==> src/rtl/sv32_page_walker.sv <==
// Sv32 hardware page-table walker: services TLB misses with up to two PTE reads
// and returns the leaf PTE, its level, or a page fault.
module sv32_page_walker #(
    parameter int unsigned PADDR_W = 32
) (
    input  logic               CLK,
    input  logic               nRST,
    input  logic [31:0]        satp,
    input  logic [1:0]         curr_privilege_level,
    input  logic               walk_req,
    input  logic [19:0]        walk_vpn,
    input  logic [1:0]         walk_acc,
    input  logic               walk_flush,
    output logic               walk_busy,
    output logic               walk_done,
    output logic               walk_fault,
    output logic [31:0]        walk_pte,
    output logic               walk_mega,
    output logic               mem_ren,
    output logic [PADDR_W-1:0] mem_addr,
    input  logic [31:0]        mem_rdata,
    input  logic               mem_busy
);

    localparam int unsigned PPN_W    = 22;
    localparam int unsigned FULL_W   = 34;
    localparam int unsigned PPN_KEEP = PADDR_W - 12;
    localparam logic [PPN_W-1:0] PPN_HI_MASK = ~((22'd1 << PPN_KEEP) - 22'd1);

    localparam logic [1:0] ACC_LOAD  = 2'd0;
    localparam logic [1:0] ACC_STORE = 2'd1;
    localparam logic [1:0] ACC_FETCH = 2'd2;
    localparam logic [1:0] PRIV_U    = 2'd0;
    localparam logic [1:0] PRIV_S    = 2'd1;
    localparam logic [1:0] PRIV_M    = 2'd3;

    typedef enum logic [1:0] {IDLE, L1, L0, RESP} state_t;

    state_t             state_q, state_d;
    logic [9:0]         vpn0_q;
    logic [1:0]         acc_q, priv_q;
    logic               done_q;
    logic               busy_d, ren_d, done_d, fault_d, mega_d, latch_req;
    logic [PADDR_W-1:0] addr_d;
    logic [31:0]        pte_d;
    logic [FULL_W-1:0]  l1_full, l0_full;
    logic               pte_fault, pte_ptr, perm_ok, priv_ok;
    logic               unused_bits;

    // ASID, RSW and G carry no meaning for the walk itself
    assign unused_bits = ^{satp[30:22], mem_rdata[9:8], mem_rdata[5]};

    function automatic logic ppn_fits(input logic [PPN_W-1:0] p);
        return (p & PPN_HI_MASK) == 22'd0;
    endfunction

    assign l1_full = {satp[21:0], 12'd0} + {22'd0, walk_vpn[19:10], 2'b00};
    assign l0_full = {mem_rdata[31:10], 12'd0} + {22'd0, vpn0_q, 2'b00};

    // A flush during the response cycle swallows the completion pulse
    assign walk_done = done_q & ~walk_flush;

    // PTE checks on the word returned by the current read
    always_comb begin
        perm_ok = 1'b0;
        case (acc_q)
            ACC_LOAD:  perm_ok = mem_rdata[1];
            ACC_STORE: perm_ok = mem_rdata[2];
            ACC_FETCH: perm_ok = mem_rdata[3];
            default:   perm_ok = 1'b0;
        endcase
        priv_ok = (priv_q == PRIV_U) ? mem_rdata[4] :
                  (priv_q == PRIV_S) ? ~mem_rdata[4] : 1'b0;
        pte_fault = 1'b0;
        pte_ptr   = 1'b0;
        if (!mem_rdata[0] || (!mem_rdata[1] && mem_rdata[2])) begin
            pte_fault = 1'b1;
        end else if (!mem_rdata[1] && !mem_rdata[3]) begin
            if (state_q == L1) pte_ptr = 1'b1;
            else               pte_fault = 1'b1;
        end else if (state_q == L1 && mem_rdata[19:10] != 10'd0) begin
            pte_fault = 1'b1;
        end else if (!perm_ok || !priv_ok) begin
            pte_fault = 1'b1;
        end else if (!mem_rdata[6] || (acc_q == ACC_STORE && !mem_rdata[7])) begin
            pte_fault = 1'b1;
        end
    end

    // Next state and next registered outputs
    always_comb begin
        state_d   = state_q;
        ren_d     = 1'b0;
        addr_d    = mem_addr;
        done_d    = 1'b0;
        fault_d   = 1'b0;
        pte_d     = 32'd0;
        mega_d    = 1'b0;
        latch_req = 1'b0;
        case (state_q)
            IDLE: begin
                if (walk_req && !walk_flush) begin
                    latch_req = 1'b1;
                    if (!satp[31] || curr_privilege_level == PRIV_M || !ppn_fits(satp[21:0])) begin
                        state_d = RESP;
                        done_d  = 1'b1;
                        fault_d = 1'b1;
                    end else begin
                        state_d = L1;
                        ren_d   = 1'b1;
                        addr_d  = PADDR_W'(l1_full);
                    end
                end
            end
            L1: begin
                if (mem_busy) begin
                    ren_d = 1'b1;
                end else if (pte_ptr && ppn_fits(mem_rdata[31:10])) begin
                    state_d = L0;
                    ren_d   = 1'b1;
                    addr_d  = PADDR_W'(l0_full);
                end else begin
                    state_d = RESP;
                    done_d  = 1'b1;
                    fault_d = pte_fault | pte_ptr;
                    if (!pte_fault && !pte_ptr) begin
                        pte_d  = mem_rdata;
                        mega_d = 1'b1;
                    end
                end
            end
            L0: begin
                if (mem_busy) begin
                    ren_d = 1'b1;
                end else begin
                    state_d = RESP;
                    done_d  = 1'b1;
                    fault_d = pte_fault;
                    pte_d   = pte_fault ? 32'd0 : mem_rdata;
                end
            end
            RESP:    state_d = IDLE;
            default: state_d = IDLE;
        endcase
        if (walk_flush && state_q != IDLE) begin
            state_d = IDLE;
            ren_d   = 1'b0;
            done_d  = 1'b0;
            fault_d = 1'b0;
            pte_d   = 32'd0;
            mega_d  = 1'b0;
        end
        busy_d = (state_d != IDLE);
    end

    always_ff @(posedge CLK or negedge nRST) begin
        if (!nRST) begin
            state_q    <= IDLE;
            vpn0_q     <= 10'd0;
            acc_q      <= 2'd0;
            priv_q     <= 2'd0;
            walk_busy  <= 1'b0;
            done_q     <= 1'b0;
            walk_fault <= 1'b0;
            walk_pte   <= 32'd0;
            walk_mega  <= 1'b0;
            mem_ren    <= 1'b0;
            mem_addr   <= '0;
        end else begin
            state_q    <= state_d;
            walk_busy  <= busy_d;
            done_q     <= done_d;
            walk_fault <= fault_d;
            walk_pte   <= pte_d;
            walk_mega  <= mega_d;
            mem_ren    <= ren_d;
            mem_addr   <= addr_d;
            if (latch_req) begin
                vpn0_q <= walk_vpn[9:0];
                acc_q  <= walk_acc;
                priv_q <= curr_privilege_level;
            end
        end
    end

endmodule
==> config.mk <==
export PLATFORM = sky130hd
export DESIGN_NAME = sv32_page_walker
export DESIGN_NICKNAME = d
export VERILOG_FILES = /design/src/rtl/sv32_page_walker.sv
export SDC_FILE = /design/constraint.sdc
export NUM_CORES = 1
export LEC_CHECK = 0
export CAP_MARGIN = 25
export CORE_ASPECT_RATIO = 0.6
export CORE_MARGIN = 3
export CORE_UTILIZATION = 45
export DETAILED_ROUTE_END_ITERATION = 8
export HOLD_SLACK_MARGIN = 0.03
export PLACE_DENSITY = 0.93
export SYNTH_ARGS = -nofsm -noshare
export SYNTH_HDL_FRONTEND = slang
export SYNTH_SLANG_ARGS = --single-unit
export TNS_END_PERCENT = 1
==> constraint.sdc <==
create_clock -name CLK -period 4.75 [get_ports CLK]
set_clock_uncertainty 0.05 [all_clocks]
set_input_delay 0.475 -clock CLK [delete_from_list [all_inputs] [get_ports CLK]]
set_output_delay 0.475 -clock CLK [all_outputs]
set_load 0.01 [all_outputs]
== Yosys cells after proc, flatten, opt, wreduce, memory -nomap -nowiden ==
Index checks and enable logic that the tools add are counted.
W data, S select, Z words.

* Reduce and logical (&&, ||, !) cells: 35
* Mux-type cells: 57
* Equality and inequality tests: 11
* Add/subtract/negate cells: 2
* Divide/modulo/power cells: 0
* Multipliers: 0
* Bitwise operators: 4
* Shift-type cells: 0
* Order comparisons: 0

{| class="wikitable"
|+ Operators with widths
! cell !! count
|-
| $mux W32 || 10
|-
| $pmux W32 S2 || 2
|-
| $add A32 B12 Y32 || 2
|-
| $logic_not A22 Y1 || 2
|-
| $mux W1 || 35
|-
| $logic_not A1 Y1 || 12
|-
| $pmux W1 S3 || 4
|-
| $mux W2 || 5
|-
| $reduce_bool A10 Y1 || 1
|-
| $eq A2 B2 Y1 const B || 4
|-
| $logic_and A1 B1 Y1 || 8
|-
| $pmux W2 S4 || 1
|-
| $eq A2 B1 Y1 const B || 3
|-
| $logic_not A2 Y1 || 3
|-
| $ne A2 B2 Y1 const B || 3
|-
| $reduce_bool A2 Y1 || 3
|-
| $logic_or A1 B1 Y1 || 5
|-
| $reduce_and A5 Y1 || 1
|-
| $ne A2 B1 Y1 const B || 1
|-
| $not A1 Y1 || 2
|-
| $and A1 B1 Y1 || 1
|-
| $or A1 B1 Y1 || 1
|}

* Bits of input ports: 93
* Output and inout port bits: 69
* Bits in latches: 0
* Word-level logic and storage cells: 120
* Register bits: 85
* Bits in read-only memories: 0
* Memories: 0
* RAM bits: 0

== Depth between registers and ports, before layout ==
* Depth in word-level cells: 16
* Gate-level depth with buffers: 9
* Gate-level depth less buffers: 7

== Worst setup path before layout ==
No wires, ideal clock.

* Path type: register to register
* Start point: register state_q[0]
* End point: register mem_addr[10]
* Clock period less this slack: 2014 ps
* Required time: 4563 ps
* Arrival: 1827 ps
* Buffers on the path: 2
* Path slack: 2736 ps
* Setup time: 137 ps
* Cell stages (with the launch flop): 9
* Cells stage by stage: dfrtp_1 > inv_1 > ha_1 > and3b_1 > buf_2 > nand4_1 > a21oi_1 > clkbuf_1 > a21oi_1

* Longest elaborated chain between the ends: 7
* Elaborated cells between the ends (all ways): 13
* Classes of those cells: eq/ne: 5; mux: 4; reduce/logical: 4

{| class="wikitable"
|+ RTL lines
! element !! line !! text
|-
| start: declaration || 39 || <nowiki>state_t state_q, state_d;</nowiki>
|-
| start signal: assignment || 170 || <nowiki>state_q <= state_d;</nowiki>
|-
| $eq A2 B1 Y1 || 79, 100 ||
|-
| $mux W1 || 79 || <nowiki>if (state_q == L1) pte_ptr = 1'b1;</nowiki>
|-
| $mux W1 || 78 || <nowiki>end else if (!mem_rdata[1] && !mem_rdata[3]) begin</nowiki>
|-
| $mux W1 || 76 || <nowiki>if (!mem_rdata[0] || (!mem_rdata[1] && mem_rdata[2])) begin</nowiki>
|-
| $logic_and A1 B1 Y1 || 118 || <nowiki>end else if (pte_ptr && ppn_fits(mem_rdata[31:10])) begin</nowiki>
|-
| $ne A2 B1 Y1 (no source line) || n/a ||
|-
| $reduce_and A5 Y1 (no source line) || n/a ||
|-
| end signal: assignment || 177 || <nowiki>mem_addr <= addr_d;</nowiki>
|-
| end: declaration || 20 || <nowiki>output logic [PADDR_W-1:0] mem_addr,</nowiki>
|}

Parallel ways exist; a longest one is shown, timed or not.
A chain may end at the register's enable or synchronous reset.

== Final worst setup path ==
* Start point: register state_q[0]
* End point: register mem_addr[30]

Same word-level chain as after synthesis.

==> impl_metrics.json <==
{
  "rows": 24,
  "post-cts-setup-buffer-count": 0,
  "fin_worst_hold_slack_ps": 62.8,
  "route.vias.total": 2856,
  "setup_viol_count_final": 0,
  "timing.setup.tns_ps": 0,
  "peak_ir_drop_on_the_vdd_network_mv": 0.296,
  "cts-htree-levels": 3,
  "placeableCoreArea_sq_mm": 0.00754,
  "maximum_number_of_pins_on_one_net_before_global_route_repair": 84,
  "max_freq_ghz": 0.300,
  "post_synthesis_sequential_element_count": 83,
  "placedCellCount": 543,
  "layout-drive-gt1-share_pct": 12.1,
  "combinationalPowerShare_pct": 34.2,
  "half_perimeter_wire_length_after_detailed_placement_um": 7070,
  "multi_input_area_sq_mm": 0.00146,
  "postCtsResizedCells": 0,
  "port_buffers": 150,
  "stdcell_count": 559,
  "layout.core_utilization_pct": 73.5,
  "pwr_density_cell_mw_per_mm2": 488,
  "design.final.nets": 549,
  "start_util_pct": 48.1,
  "grt_usage_pct": 21.7,
  "timing.final.ws_setup_ps": 1420,
  "power.share.switching_pct": 29.0,
  "mostFrequentLayoutCell": "sky130_fd_sc_hd__clkdlybuf4s50_1",
  "number_of_antenna_violations_at_the_first_check_in_global_routing": 0,
  "dp_slack_ps": 1230,
  "power.share.clock_pct": 27.3,
  "holdCritPathClass": "in -> async",
  "die_y_um": 75.5,
  "final_antenna_net_count": 0,
  "worst_ep_arrival_time_ps": 3530,
  "sequential_area_share_after_synthesis_pct": 57.3,
  "hold_vio_cnt_final": 0,
  "setup.worst_path.class": "reg -> reg",
  "critical_path_required_ps": 4950,
  "max_cap_violations": 0,
  "syn_to_final_growth_pct": 52.7,
  "timing.final.crit_period_ps": 3330,
  "cts_hold_buffers": 0,
  "timing.critical_path.to_type": "flop",
  "routed_wl_um": 9730,
  "tritoncts": "done",
  "commonest_cells_after_routing_fill_and_taps_aside": "sky130_fd_sc_hd__clkdlybuf4s50_1 (149), sky130_fd_sc_hd__dfrtp_1 (83), sky130_fd_sc_hd__nor2_1 (37)",
  "synth.cell_area_sq_mm": 0.00363,
  "clkSinkCount": 83,
  "total_net_switching_power_mw": 0.785,
  "grt_first_pass_wirelength_um": 15000,
  "p_int_mw": 1.92,
  "yosys_warnings": 0,
  "drt-wirelength-per-cell_um": 17.4,
  "mean_instance_size_in_the_synthesized_netlist_sq_um": 12.0,
  "drt_iter0_drc": 156,
  "insertedDiodeCount": 0,
  "final_replace_weighted_congestion": 0.825,
  "power_leakage_nw": 2.38,
  "drc_errors": 0,
  "rr_startpoint": "state_q[0]",
  "io_pins": 162,
  "least_margin_pin_slew_ps": 748,
  "power_mw": 2.70,
  "startpoint_type": "flop",
  "cts.clk_slew.worst_paths_ps": 60,
  "result_of_the_run": "completed",
  "detailedRoute.firstPassIterationCount": 4,
  "regToRegSetupSlack_ps": 1420,
  "fillerInstances": 524,
  "r2r.worst_path.cells": 8,
  "grt_overflow": 0,
  "first_global_vias": 3007,
  "post_synth_num_cell_types": 42,
  "cts_max_path_buffers": 2,
  "post_route_cell_area_sq_mm": 0.00554,
  "drt-vias-per-instance": 5.11,
  "cp_max_fanout": 38,
  "syn-instance-count": 302,
  "post_route_fraction_of_the_period_consumed_by_the_critical_path_pct": 70.2,
  "crit-reg2reg-capture": "mem_addr[30]",
  "clock_insertion_delay_worst_skew_ps": 330,
  "pwr-share-seq_pct": 38.5,
  "max-slew-margin-rel_pct": 50.1,
  "slew_viol_final": 0,
  "seq_area_sq_mm": 0.00208,
  "dpl_cell_area_sq_mm": 0.00520,
  "cts_buffers": 9,
  "die-area_sq_mm": 0.00921,
  "die_width_um": 122,
  "rsz0062_at_grt": "no",
  "cts_root_buf": "sky130_fd_sc_hd__clkbuf_16"
}
-- worst max-delay path, stage by stage (launching register included) --
cell                      delay [ps]
sky130_fd_sc_hd__dfrtp_1         420
sky130_fd_sc_hd__inv_1           140
sky130_fd_sc_hd__ha_1            310
sky130_fd_sc_hd__and3b_1         690
sky130_fd_sc_hd__nand4_1         300
sky130_fd_sc_hd__a21oi_4         590
sky130_fd_sc_hd__buf_4           470
sky130_fd_sc_hd__nor2_1           80
sky130_fd_sc_hd__a21oi_1         150
-- logic make-up (layout without fill, tap and decap cells) --
kind of cell,count (synthesis),after routing,synth area share [%]
muxes,44,44,12.6
other,1,2,0.103
DFF,83,83,57.3
and+or+nand+nor,99,99,17.4
AOI/OAI and AO/OA,48,48,7.49
buffers and inverters,21,173,3.21
adders and majority gates,5,5,1.72
xor gates and xnor gates,1,1,0.242
-- Yosys cell counts (all sizes together) --
library cell | number | area, sq um
ha | 5 | 62.6
or2 | 4 | 25.0
o22ai | 1 | 6.26
nand3 | 1 | 5.00
o32a | 2 | 20.0
inv | 4 | 15.0
nand2 | 6 | 22.5
nor2b | 24 | 225
xnor2 | 1 | 8.76
and3b | 1 | 8.76
dfrtp | 83 | 2080
clkbuf | 6 | 22.5
and2b | 9 | 67.6
o21ai | 1 | 5.00
o22a | 1 | 8.76
nor2 | 37 | 139
mux2i | 30 | 300
nand2b | 2 | 12.5
a21boi | 2 | 18.8
o21a | 2 | 15.0
or4 | 1 | 11.3
nor3 | 2 | 21.3
buf | 11 | 78.8
nand4 | 2 | 12.5
a21oi | 37 | 185
nor4 | 2 | 12.5
a31oi | 2 | 12.5
nand4b | 1 | 8.76
mux2 | 14 | 158
and3 | 4 | 26.3
nor4b | 2 | 23.8
conb | 1 | 3.75
nor3b | 1 | 7.51
-- worst max-delay path by stage --
stage	startpoint	to	slack (ps)	depth (start not counted)
after floorplan	state_q[0]	mem_addr[10]	2740	8
after global placement	walk_flush	mem_addr[23]	1340	7
after detailed placement	walk_flush	mem_addr[30]	1230	7
after CTS	state_q[0]	mem_addr[30]	1370	8
after global routing	state_q[0]	mem_addr[30]	1110	8
final	state_q[0]	mem_addr[30]	1420	8
-- power groups by stage --
stage / logic, mW / registers (mW) / clock network [mW]
6_report: 0.924 / 1.04 / 0.738
5_1_grt: 1.01 / 1.07 / 0.782
4_1_cts: 0.934 / 1.04 / 0.749
3_5_place_dp: 0.925 / 1.05 / 0
3_3_place_gp: 0.893 / 1.04 / 0
2_1_floorplan: 0.384 / 1.10 / 0
-- flip-flops by register name, summed over array words and instances, names as in the netlist --
name        flops
state_q         2
vpn0_q         10
walk_busy       1
done_q          1
mem_ren         1
walk_pte       32
mem_addr       30
priv_q          2
walk_mega       1
acc_q           2
walk_fault      1
-- routing by layer --
metal  vias to the layer above  global-route usage [%]  share of wire [%]
met5                         -                       0                  0
li1                       1330                       -                  -
met3                        11                    9.12                 10
met1                      1386                    26.0                 41
met4                         0                    6.58                1.2
met2                       129                    36.7                 47
-- final cells by class --
| type | count | share of cell area (%) |
|---|---|---|
| Sequential cell | 83 | 37.5 |
| Timing Repair Buffer | 154 | 27.8 |
| Multi-Input combinational cell | 199 | 26.3 |
| Clock buffer | 10 | 4.31 |
| Tap cell | 104 | 2.35 |
| Clock inverter | 5 | 1.40 |
| Inverter | 4 | 0.271 |
Note: power is estimated with default switching activity, not from simulation.
